<file path="src/rtl/fmul_issue_arbiter_if.sv">
// Requester, pipeline and response signals shared between the issue arbiter and its environment.
interface fmul_issue_arbiter_if #(
    parameter int N_REQ = 4,
    parameter int ID_W  = $clog2(N_REQ)
);
    logic [N_REQ-1:0]    req_valid;
    logic [N_REQ-1:0]    req_ready;
    logic [32*N_REQ-1:0] req_a;
    logic [32*N_REQ-1:0] req_b;
    logic                pipe_valid;
    logic [31:0]         pipe_a;
    logic [31:0]         pipe_b;
    logic [31:0]         pipe_res;
    logic                pipe_ovf;
    logic                rsp_valid;
    logic                rsp_ready;
    logic [ID_W-1:0]     rsp_id;
    logic [31:0]         rsp_data;
    logic                rsp_ovf;

    modport slave (
        input  req_valid, req_a, req_b, pipe_res, pipe_ovf, rsp_ready,
        output req_ready, pipe_valid, pipe_a, pipe_b, rsp_valid, rsp_id, rsp_data, rsp_ovf
    );

    modport master (
        output req_valid, req_a, req_b, pipe_res, pipe_ovf, rsp_ready,
        input  req_ready, pipe_valid, pipe_a, pipe_b, rsp_valid, rsp_id, rsp_data, rsp_ovf
    );
endinterface

</file>
<file path="src/rtl/fmul_issue_arbiter.sv">
// Round-robin issue into a shared fmul pipe, tag line, response FIFO; FMUL_ARB_OVF_COUNT_EN adds ovf_count.
// Latency: accept to rsp_valid is LATENCY+2 cycles minimum.
// Backpressure: issue stalls while inflight+fifo_count reaches FIFO_DEPTH, so the FIFO never overflows.
module fmul_issue_arbiter #(
    parameter int N_REQ      = 4,
    parameter int LATENCY    = 4,
    parameter int FIFO_DEPTH = 8,
    parameter int ID_W       = $clog2(N_REQ)
) (
    input  logic                clk,
    input  logic                rst_n,
    fmul_issue_arbiter_if.slave bus
`ifdef FMUL_ARB_OVF_COUNT_EN
    ,
    output logic [15:0]         ovf_count
`endif
);
    localparam int PTR_W = $clog2(FIFO_DEPTH);
    localparam int CNT_W = PTR_W + 1;

    typedef struct packed {
        logic            vld;
        logic [ID_W-1:0] id;
    } tag_t;

    typedef struct packed {
        logic [ID_W-1:0] id;
        logic [31:0]     data;
        logic            ovf;
    } rsp_t;

    logic [ID_W-1:0]    rr_ptr;
    logic [CNT_W-1:0]   inflight;
    logic [CNT_W-1:0]   fifo_count;
    logic [CNT_W-1:0]   count_nxt;
    logic [CNT_W:0]     outstanding;
    logic               grant_allowed;
    logic               grant;
    logic               found;
    logic [ID_W:0]      wsum;
    logic [ID_W-1:0]    win;
    logic [2*N_REQ-1:0] dbl_valid;
    logic [N_REQ-1:0]   rot_valid;
    logic [N_REQ-1:0]   ready_vec;
    logic [31:0]        sel_a;
    logic [31:0]        sel_b;

    logic               pipe_valid_q;
    logic [31:0]        pipe_a_q;
    logic [31:0]        pipe_b_q;
    logic [ID_W-1:0]    issue_id;
    tag_t               tags [LATENCY];
    logic               push;
    logic               pop;
    rsp_t               wdat;
    rsp_t               mem [FIFO_DEPTH];
    rsp_t               head;
    rsp_t               head_nxt;
    logic [PTR_W-1:0]   wr_ptr;
    logic [PTR_W-1:0]   rd_ptr;
    logic [PTR_W-1:0]   rd_ptr_nxt;

    assign outstanding   = {1'b0, inflight} + {1'b0, fifo_count};
    assign grant_allowed = outstanding < (CNT_W+1)'(FIFO_DEPTH);

    // Rotate the valid vector so bit 0 is the requester at rr_ptr.
    assign dbl_valid = {bus.req_valid, bus.req_valid};
    assign rot_valid = N_REQ'(dbl_valid >> rr_ptr);

    always_comb begin
        found = 1'b0;
        wsum  = '0;
        for (int k = 0; k < N_REQ; k++) begin
            if (!found && rot_valid[k]) begin
                found = 1'b1;
                wsum  = {1'b0, rr_ptr} + (ID_W+1)'(k);
            end
        end
        win = (wsum >= (ID_W+1)'(N_REQ)) ? ID_W'(wsum - (ID_W+1)'(N_REQ)) : ID_W'(wsum);
    end

    assign grant = grant_allowed & found;

    always_comb begin
        ready_vec = '0;
        sel_a     = '0;
        sel_b     = '0;
        if (grant) ready_vec[win] = 1'b1;
        for (int k = 0; k < N_REQ; k++) begin
            if (win == ID_W'(k)) begin
                sel_a = bus.req_a[32*k +: 32];
                sel_b = bus.req_b[32*k +: 32];
            end
        end
    end

    assign push = tags[LATENCY-1].vld;
    assign pop  = bus.rsp_valid & bus.rsp_ready;
    assign wdat = '{id: tags[LATENCY-1].id, data: bus.pipe_res, ovf: bus.pipe_ovf};

    always_comb begin
        count_nxt  = fifo_count;
        if (push && !pop) count_nxt = fifo_count + 1'b1;
        if (!push && pop) count_nxt = fifo_count - 1'b1;
        rd_ptr_nxt = rd_ptr + PTR_W'(pop);
        // The new head may be the entry being written this very cycle.
        head_nxt   = (push && wr_ptr == rd_ptr_nxt) ? wdat : mem[rd_ptr_nxt];
    end

    always_ff @(posedge clk or negedge rst_n) begin
        if (!rst_n) begin
            rr_ptr       <= '0;
            pipe_valid_q <= 1'b0;
            pipe_a_q     <= '0;
            pipe_b_q     <= '0;
            issue_id     <= '0;
            inflight     <= '0;
            fifo_count   <= '0;
            wr_ptr       <= '0;
            rd_ptr       <= '0;
            head         <= '0;
            for (int i = 0; i < LATENCY; i++) tags[i] <= '0;
        end else begin
            pipe_valid_q <= grant;
            if (grant) begin
                rr_ptr   <= (win == ID_W'(N_REQ-1)) ? '0 : win + 1'b1;
                pipe_a_q <= sel_a;
                pipe_b_q <= sel_b;
                issue_id <= win;
            end
            tags[0] <= '{vld: pipe_valid_q, id: issue_id};
            for (int i = 1; i < LATENCY; i++) tags[i] <= tags[i-1];
            if (grant && !push) inflight <= inflight + 1'b1;
            if (!grant && push) inflight <= inflight - 1'b1;
            fifo_count <= count_nxt;
            rd_ptr     <= rd_ptr_nxt;
            if (push) wr_ptr <= wr_ptr + 1'b1;
            if (count_nxt != '0) head <= head_nxt;
        end
    end

    always_ff @(posedge clk) begin
        if (push) mem[wr_ptr] <= wdat;
    end

    assert property (@(posedge clk) disable iff (!rst_n) push |-> (fifo_count != CNT_W'(FIFO_DEPTH)));

`ifdef FMUL_ARB_OVF_COUNT_EN
    always_ff @(posedge clk or negedge rst_n) begin
        if (!rst_n) ovf_count <= '0;
        else if (push && bus.pipe_ovf && ovf_count != 16'hFFFF) ovf_count <= ovf_count + 1'b1;
    end
`endif

    assign bus.req_ready  = ready_vec;
    assign bus.pipe_valid = pipe_valid_q;
    assign bus.pipe_a     = pipe_a_q;
    assign bus.pipe_b     = pipe_b_q;
    assign bus.rsp_valid  = (fifo_count != '0);
    assign bus.rsp_id     = head.id;
    assign bus.rsp_data   = head.data;
    assign bus.rsp_ovf    = head.ovf;
endmodule
</file>
<file path="src/flat_wrapper.sv">
// flat-port wrapper written by rule: the top's interface ports become plain ports
module fmul_issue_arbiter_flat 
#(
    parameter int N_REQ      = 4,
    parameter int LATENCY    = 4,
    parameter int FIFO_DEPTH = 8,
    parameter int ID_W       = $clog2(N_REQ)
)
  (clk, rst_n, bus_req_valid, bus_req_a, bus_req_b, bus_pipe_res, bus_pipe_ovf, bus_rsp_ready, bus_req_ready, bus_pipe_valid, bus_pipe_a, bus_pipe_b, bus_rsp_valid, bus_rsp_id, bus_rsp_data, bus_rsp_ovf);
  fmul_issue_arbiter_if #(.N_REQ(N_REQ), .ID_W(ID_W)) bus_i ();
  input  logic clk;
  input  logic rst_n;
  input wire logic [$bits(bus_i.req_valid)-1:0] bus_req_valid;
  input wire logic [$bits(bus_i.req_a)-1:0] bus_req_a;
  input wire logic [$bits(bus_i.req_b)-1:0] bus_req_b;
  input wire logic [$bits(bus_i.pipe_res)-1:0] bus_pipe_res;
  input wire logic [$bits(bus_i.pipe_ovf)-1:0] bus_pipe_ovf;
  input wire logic [$bits(bus_i.rsp_ready)-1:0] bus_rsp_ready;
  output wire logic [$bits(bus_i.req_ready)-1:0] bus_req_ready;
  output wire logic [$bits(bus_i.pipe_valid)-1:0] bus_pipe_valid;
  output wire logic [$bits(bus_i.pipe_a)-1:0] bus_pipe_a;
  output wire logic [$bits(bus_i.pipe_b)-1:0] bus_pipe_b;
  output wire logic [$bits(bus_i.rsp_valid)-1:0] bus_rsp_valid;
  output wire logic [$bits(bus_i.rsp_id)-1:0] bus_rsp_id;
  output wire logic [$bits(bus_i.rsp_data)-1:0] bus_rsp_data;
  output wire logic [$bits(bus_i.rsp_ovf)-1:0] bus_rsp_ovf;
  assign bus_i.req_valid = bus_req_valid;
  assign bus_i.req_a = bus_req_a;
  assign bus_i.req_b = bus_req_b;
  assign bus_i.pipe_res = bus_pipe_res;
  assign bus_i.pipe_ovf = bus_pipe_ovf;
  assign bus_i.rsp_ready = bus_rsp_ready;
  assign bus_req_ready = bus_i.req_ready;
  assign bus_pipe_valid = bus_i.pipe_valid;
  assign bus_pipe_a = bus_i.pipe_a;
  assign bus_pipe_b = bus_i.pipe_b;
  assign bus_rsp_valid = bus_i.rsp_valid;
  assign bus_rsp_id = bus_i.rsp_id;
  assign bus_rsp_data = bus_i.rsp_data;
  assign bus_rsp_ovf = bus_i.rsp_ovf;
  fmul_issue_arbiter #(.N_REQ(N_REQ), .LATENCY(LATENCY), .FIFO_DEPTH(FIFO_DEPTH), .ID_W(ID_W)) u_core (.clk(clk), .rst_n(rst_n), .bus(bus_i));
endmodule
</file>
<file path="config.mk">
export PLATFORM = sky130hd
export DESIGN_NAME = fmul_issue_arbiter_flat
export DESIGN_NICKNAME = d
export VERILOG_FILES = /design/src/rtl/fmul_issue_arbiter_if.sv /design/src/rtl/fmul_issue_arbiter.sv /design/src/flat_wrapper.sv
export SDC_FILE = /design/constraint.sdc
export NUM_CORES = 1
export LEC_CHECK = 0
export ABC_AREA = 0
export BUFFER_PORTS_ARGS = -buffer_cell sky130_fd_sc_hd__buf_4
export CAP_MARGIN = 20
export CORE_UTILIZATION = 34
export CTS_BUF_LIST = sky130_fd_sc_hd__clkbuf_16
export DETAILED_ROUTE_END_ITERATION = 8
export SLEW_MARGIN = 0
export SYNTH_ARGS = -nofsm -noshare
export SYNTH_HDL_FRONTEND = slang
export SYNTH_SLANG_ARGS = --single-unit
</file>
<file path="constraint.sdc">
create_clock -name clk -period 5.3 [get_ports clk]
set_clock_uncertainty 0.05 [all_clocks]
set_input_delay 1.59 -clock clk [delete_from_list [all_inputs] [get_ports clk]]
set_output_delay 1.59 -clock clk [all_outputs]
set_load 0.02 [all_outputs]
</file>
==> results of run 1 <==
-- power groups by stage --
| stage | Combinational, mW | Clock, mW | Sequential, mW |
|---|---|---|---|
| detailed placement | 7.78 | 0 | 4.82 |
| finish | 7.66 | 3.38 | 4.76 |
| floorplan | 4.90 | 0 | 5.16 |
| global route | 8.43 | 3.59 | 4.86 |
| global placement | 7.65 | 0 | 4.79 |
| CTS | 7.79 | 3.48 | 4.77 |
-- area by class of cell --
type / count / area [um2]
timing repair buffer: 434 / 3337
fill: 4841 / 29770
clock inverter: 38 / 459.2
inverter: 44 / 167.7
clock buffer: 46 / 1151
antenna: 5 / 12.51
tap: 696 / 870.8
multi-input combinational: 871 / 6279
sequential: 410 / 11660
-- metal layers --
layer	vias up	GRT usage, %	part of all wire, %	routed length (um)
li1	6111	-	-	-
met2	483	32.25	50	26480
met1	6583	22.90	39	20510
met5	-	0	0	0
met3	86	4.969	7.6	3978
met4	0	6.180	2.8	1481
-- how the worst min path moves through the flow --
stage | start | endpoint | slack (ps)
CTS | u_core.tags[8]$_DFF_PN0_ | u_core.tags[5]$_DFF_PN0_ | 300
detailed placement | u_core.tags[9]$_DFF_PN0_ | u_core.tags[6]$_DFF_PN0_ | 280
global route | u_core.tags[9]$_DFF_PN0_ | u_core.tags[6]$_DFF_PN0_ | 300
global placement | u_core.tags[11]$_DFF_PN0_ | u_core.tags[8]$_DFF_PN0_ | 280
finish | u_core.tags[6]$_DFF_PN0_ | u_core.tags[3]$_DFF_PN0_ | 290
floorplan | u_core.tags[5]$_DFF_PN0_ | u_core.push$_DFF_PN0_ | 280
-- placed cells by master, fill, tap and decap left out, types with 6 or more instances in the layout --
master,Yosys,layout
and3_1,6,6
mux4_2,70,70
a21oi_1,135,135
dfrtp_1,130,129
a221oi_1,64,64
nor2_4,0,6
ha_1,15,10
mux2i_1,37,37
inv_1,42,43
buf_4,1,427
nor2b_1,64,63
nor3_1,65,63
clkinv_1,0,7
o21ai_0,37,37
o221ai_1,36,36
clkbuf_16,0,46
buf_12,3,6
edfxtp_1,280,280
nand2_1,11,11
xnor2_1,7,7
nor2_1,282,276
clkinv_2,0,11
bufinv_16,0,9
-- flip-flops by register name, indices dropped and copies added (netlist names), 2 cells and up --
name / flops
u_core.mem: 280
u_core.bus.pipe_a: 32
u_core.bus.pipe_b: 32
u_core.bus.rsp_data: 32
u_core.tags: 11
u_core.fifo_count: 4
u_core.inflight: 4
u_core.rd_ptr: 3
u_core.wr_ptr: 3
u_core.bus.rsp_id: 2
u_core.issue_id: 2
u_core.rr_ptr: 2
-- metrics by stage --
stage | area (um2) | instances | total power, mW
detailed placement | 22320 | 2455 | 12.60
global route | 23940 | 2543 | 16.87
global placement | 22320 | 2455 | 12.45
CTS | 23930 | 2539 | 16.05
floorplan | 18460 | 1432 | 10.06
finish | 23940 | 2544 | 15.80
-- cells by family after synthesis --
logic type / after synthesis
simple gates: 445
flops: 410
compound gates: 287
buf+inv: 151
mux: 111
fa+ha+maj: 15
xor+xnor: 13
==> impl_metrics.ini, run 1 <==
[power_and_ir_drop]
comb_power_share_pct = 48.5
swShare_pct = 39.32
ir_worst_vdd_mv = 0.4022
p_sw_mw = 6.214
leakage_nw = 9.177
p_per_area_nw_per_um2 = 660.2
clockPowerShare_pct = 21.4
seq_power_share_pct = 30.1
internal_power_mw = 9.591

[drt]
via_per_inst = 5.213
dr.pass1.iters = 5
drt-total-wl_um = 52450
wire_per_inst_um = 20.62
drtIter0Drc = 828
postRouteAntennaNets = 0
vias = 13260
drc = 0

[timing]
rsz0062_at_grt = no
fin_setup_tns_ps = 0
fmax_ghz = 0.2172
fin_crit_sh_pct = 86.89
setup_viol = 0
hold_viol_final = 0
worstMarginPinSlew_ps = 849.9
final-max-slew-violation-count = 0
relSlewSlack_pct = 43.21
fin_crit_ps = 4605
fin_hold_ws_ps = 293.7
layout_setup_ws_ps = 695.0

[synthesis]
synth-xor-area-share_pct = 0.6576
ys_async_sr_fraction_pct = 31.71
synthTopCellsByArea = edfxtp_1 (46%), dfrtp_1 (18%), mux4_2 (8.5%), nor2_1 (5.7%), a21oi_1 (3.7%)
ys_top_cells_by_count = nor2_1 (282), edfxtp_1 (280), a21oi_1 (135)
ys_seq_elements = 410
yosysTopAreaCellShare_pct = 45.56
syn_area_um2 = 18460
postSynthCellCount = 1432
synth-simple-area-share_pct = 10.82
synth_edf_count = 280
synth.largest_area_cell = edfxtp_1
synth_top_family_by_area = simple AND/OR/NAND/NOR gates
synth-main-ff-cell = edfxtp_1
synth_compound_area_share_pct = 9.979
muxShareOfSynthArea_pct = 10.81
synth_fp_nets = 1743
synth.most_common_cell = nor2_1
yosys.area_share.adder_pct = 1.017
yosysUniqueCellTypes = 49
syn_avg_cell_area_um2 = 12.89
yosysWarnings = 0
yosysSeqAreaShare_pct = 63.18

[critical_path]
worstRegToRegCells = 12
cp.depth = 8
crit_end = bus_req_ready[0]
startpoint = bus_req_valid[2]
regToRegSetupSlack_ps = 1420
crit_chain = buf_4, a2bb2oi_1, o221ai_1, nor2_1, inv_1, ha_1, and3_1, buf_4
worst_path_most_repeated_cell = buf_4
worstSetupStartpointType = input pin
max_stage_delay_ps = 290
crit_slowest_cell = nor2_1
critical-path-top-delay-family = simple AND/OR/NAND/NOR gates
regToRegEndpoint = u_core.bus.rsp_data[7]$_DFFE_PN0P_
reg2reg_from = u_core.fifo_count[0]$_DFF_PN0_
critical_path_class = input pin to primary output
path_buf_inv = 3
required_ps = 3660
end_kind = primary output
path_max_fanout = 4
cp.arrival_ps = 2960

[outcome]
status = completed

[layout]
fin_nets = 2118
drive_gt1_share_pct = 32.83
syn2layout_area_growth_pct = 29.71
fin_util_pct = 44.57

[clocking]
hold_buffers = 0
clock_path_buffers = 3
cts_setup_buffers = 0
clk_pin_slew_worst_paths_ps = 60
cts_resized = 0
clk_latency_ps = 580
cts.sinks = 410
htree_num_levels = 2
cts_buffers = 46
cts-root-buf = clkbuf_16
cts_tree = yes

[grt]
grt_pass1_wl_um = 80120
grt_pass1_vias = 13630
grt_overflow_total = 0
grtUsageTotal_pct = 18.79
antenna_found_initial = 5
grt_max_degree = 129

[floorplan]
rows = 85
die-area_um2 = 55220
start_util_pct = 34.36
dieWidth_um = 235.0
num_io_pins = 401
die_h_um = 235.0
design.core.area_um2 = 53710

[place]
place_congestion = 0.8711
hpwl_um = 34530
port_buffers = 400
place_ws_ps = 514.7

[job]
maxCapViolCount = 0

[min_path]
hold_class = flop to flop
holdPathStages = 0
No activity file was read; power rests on OpenSTA's default activity.
==> run 2, diff against run 1 <==
Clock period 5.3 ns to 5.7 ns, I/O delays scaled along.
==> impl_metrics.ini, run 2 (same netlist as run 1, synthesis figures left out) <==
[outcome]
status = completed

[layout]
fin_util_pct = 44.14
fin_nets = 2114
largest_reg_flops = 280
final_common_cell = buf_4
drive_gt1_share_pct = 32.32
syn2layout_area_growth_pct = 28.43
max_flop_register = u_core.mem
layout_common_cells = buf_4 (423), edfxtp_1 (280), nor2_1 (276)

[grt]
grtUsageTotal_pct = 19.08
met1_usage_pct = 22.86
grt_pass1_vias = 13580
met2_usage_pct = 32.78
antenna_found_initial = 5
grt_max_degree = 129
grt_pass1_wl_um = 80640
gr-max-usage-layer = met2
grt_overflow_total = 0
grt.met3_usage_pct = 4.899

[timing]
fmax_ghz = 0.2039
relSlewSlack_pct = 46.41
fin_crit_sh_pct = 86.05
hold_viol_final = 0
final-max-slew-violation-count = 0
fin_setup_tns_ps = 0
fin_crit_ps = 4905
layout_setup_ws_ps = 794.9
worstMarginPinSlew_ps = 801.5
rsz0062_at_grt = no
setup_viol = 0

[drt]
drt-total-wl_um = 53010
drtIter0Drc = 837
postRouteAntennaNets = 0
dr.pass1.iters = 5
wire_per_inst_um = 20.85
via_per_inst = 5.199
vias = 13220
drc = 0

[clocking]
cts_buffers = 46
cts.sinks = 410
htree_num_levels = 2
cts-root-buf = clkbuf_16
clk_pin_slew_worst_paths_ps = 60
cts_resized = 0
clock_path_buffers = 3
cts_setup_buffers = 0
cts_tree = yes
clk_latency_ps = 580
hold_buffers = 0

[power_and_ir_drop]
seq_power_share_pct = 31.0
internal_power_mw = 8.511
p_sw_mw = 5.764
swShare_pct = 40.38
comb_power_share_pct = 49.6
clockPowerShare_pct = 19.4
leakage_nw = 9.081
fin_total_pwr_mw = 14.27
p_per_area_nw_per_um2 = 602.2
ir_worst_vdd_mv = 0.3690

[critical_path]
worst_path_most_repeated_cell = buf_4
crit_slowest_cell = nor2_1
cp.arrival_ps = 3150
path_max_fanout = 4
critical-path-top-delay-family = simple AND/OR/NAND/NOR gates
path_buf_inv = 3
max_stage_delay_ps = 290
crit_chain = buf_4, a2bb2oi_1, o221ai_1, nor2_1, inv_1, ha_1, and3_1, buf_4
end_kind = primary output
required_ps = 3940
critical_path_class = input pin to primary output
worstSetupStartpointType = input pin

[floorplan]
die_h_um = 235.0
dieWidth_um = 235.0
die-area_um2 = 55220
num_io_pins = 401
design.core.area_um2 = 53710
start_util_pct = 34.36
rows = 85

[place]
hpwl_um = 33530
port_buffers = 400
place_ws_ps = 735.3
place_congestion = 0.8584

[min_path]
hold_class = flop to flop

[job]
maxCapViolCount = 0
-- run 2: cell types whose count changed in the layout (fill, tap and decap cells not counted), sizes merged --
| cell | delta |
|---|---|
| inv | +3 |
| clkinv | +7 |
| bufinv | -8 |
| buf | -4 |
-- run 2: worst reg2reg max path, delay by kind of cell, from the launching register on --
family / cells / cell delay, ps
simple gates: 4 / 830
compound gates: 1 / 200
mux: 2 / 530
flops: 1 / 490
buf+inv: 3 / 1180
fa+ha+maj: 3 / 650
-- run 2: power by group through the flow --
stage                     logic [mW]  registers, mW  clock network, mW
final                           7.09           4.42               2.76
after global routing            7.80           4.50               2.95
after CTS                       7.20           4.43               2.84
after detailed placement        7.19           4.47                  0
after global placement          7.02           4.45                  0
after floorplan                 4.56           4.80                  0
-- run 2: final cells by class --
type	count	area (um2)
Clock buffer	46	1151
Inverter	44	167.7
Sequential cell	410	11660
Fill cell	4901	30000
Multi-Input combinational cell	871	6279
Antenna cell	5	12.51
Clock inverter	40	262.8
Timing Repair Buffer	430	3298
Tap cell	696	870.8
-- run 2: per-stage QoR --
| stage | area [um2] | std cells | hold slack (ps) |
|---|---|---|---|
| 2_1_floorplan | 18460 | 1432 | 281.2 |
| 3_3_place_gp | 22270 | 2450 | 282.7 |
| 3_5_place_dp | 22280 | 2451 | 284.7 |
| 4_1_cts | 23690 | 2537 | 297.3 |
| 5_1_grt | 23700 | 2541 | 302.3 |
| 6_report | 23700 | 2542 | 290.6 |
-- run 2: path summary, 6_finish.rpt --
check	startpoint	endpoint	slack, ps	depth (start not counted)
setup / recovery	bus_req_valid[2]	bus_req_ready[0]	790	8
hold / removal	u_core.tags[3]$_DFF_PN0_	u_core.tags[0]$_DFF_PN0_	290	0
setup reg to reg	u_core.fifo_count[0]$_DFF_PN0_	u_core.bus.rsp_data[29]$_DFFE_PN0P_	1640	13
hold reg to reg	u_core.tags[3]$_DFF_PN0_	u_core.tags[0]$_DFF_PN0_	290	0
max in group asynchronous	rst_n	u_core.bus.pipe_a[12]$_DFFE_PN0P_	3670	2
min in group asynchronous	rst_n	u_core.bus.rsp_data[12]$_DFFE_PN0P_	1020	1
-- run 2: per-layer routing --
layer / up-vias / routed length (um) / share of wire [%]
li1: 6109 / - / -
met1: 6595 / 20750 / 39
met2: 433 / 26780 / 51
met3: 80 / 3822 / 7.2
met4: 0 / 1652 / 3.1
met5: - / 0 / 0
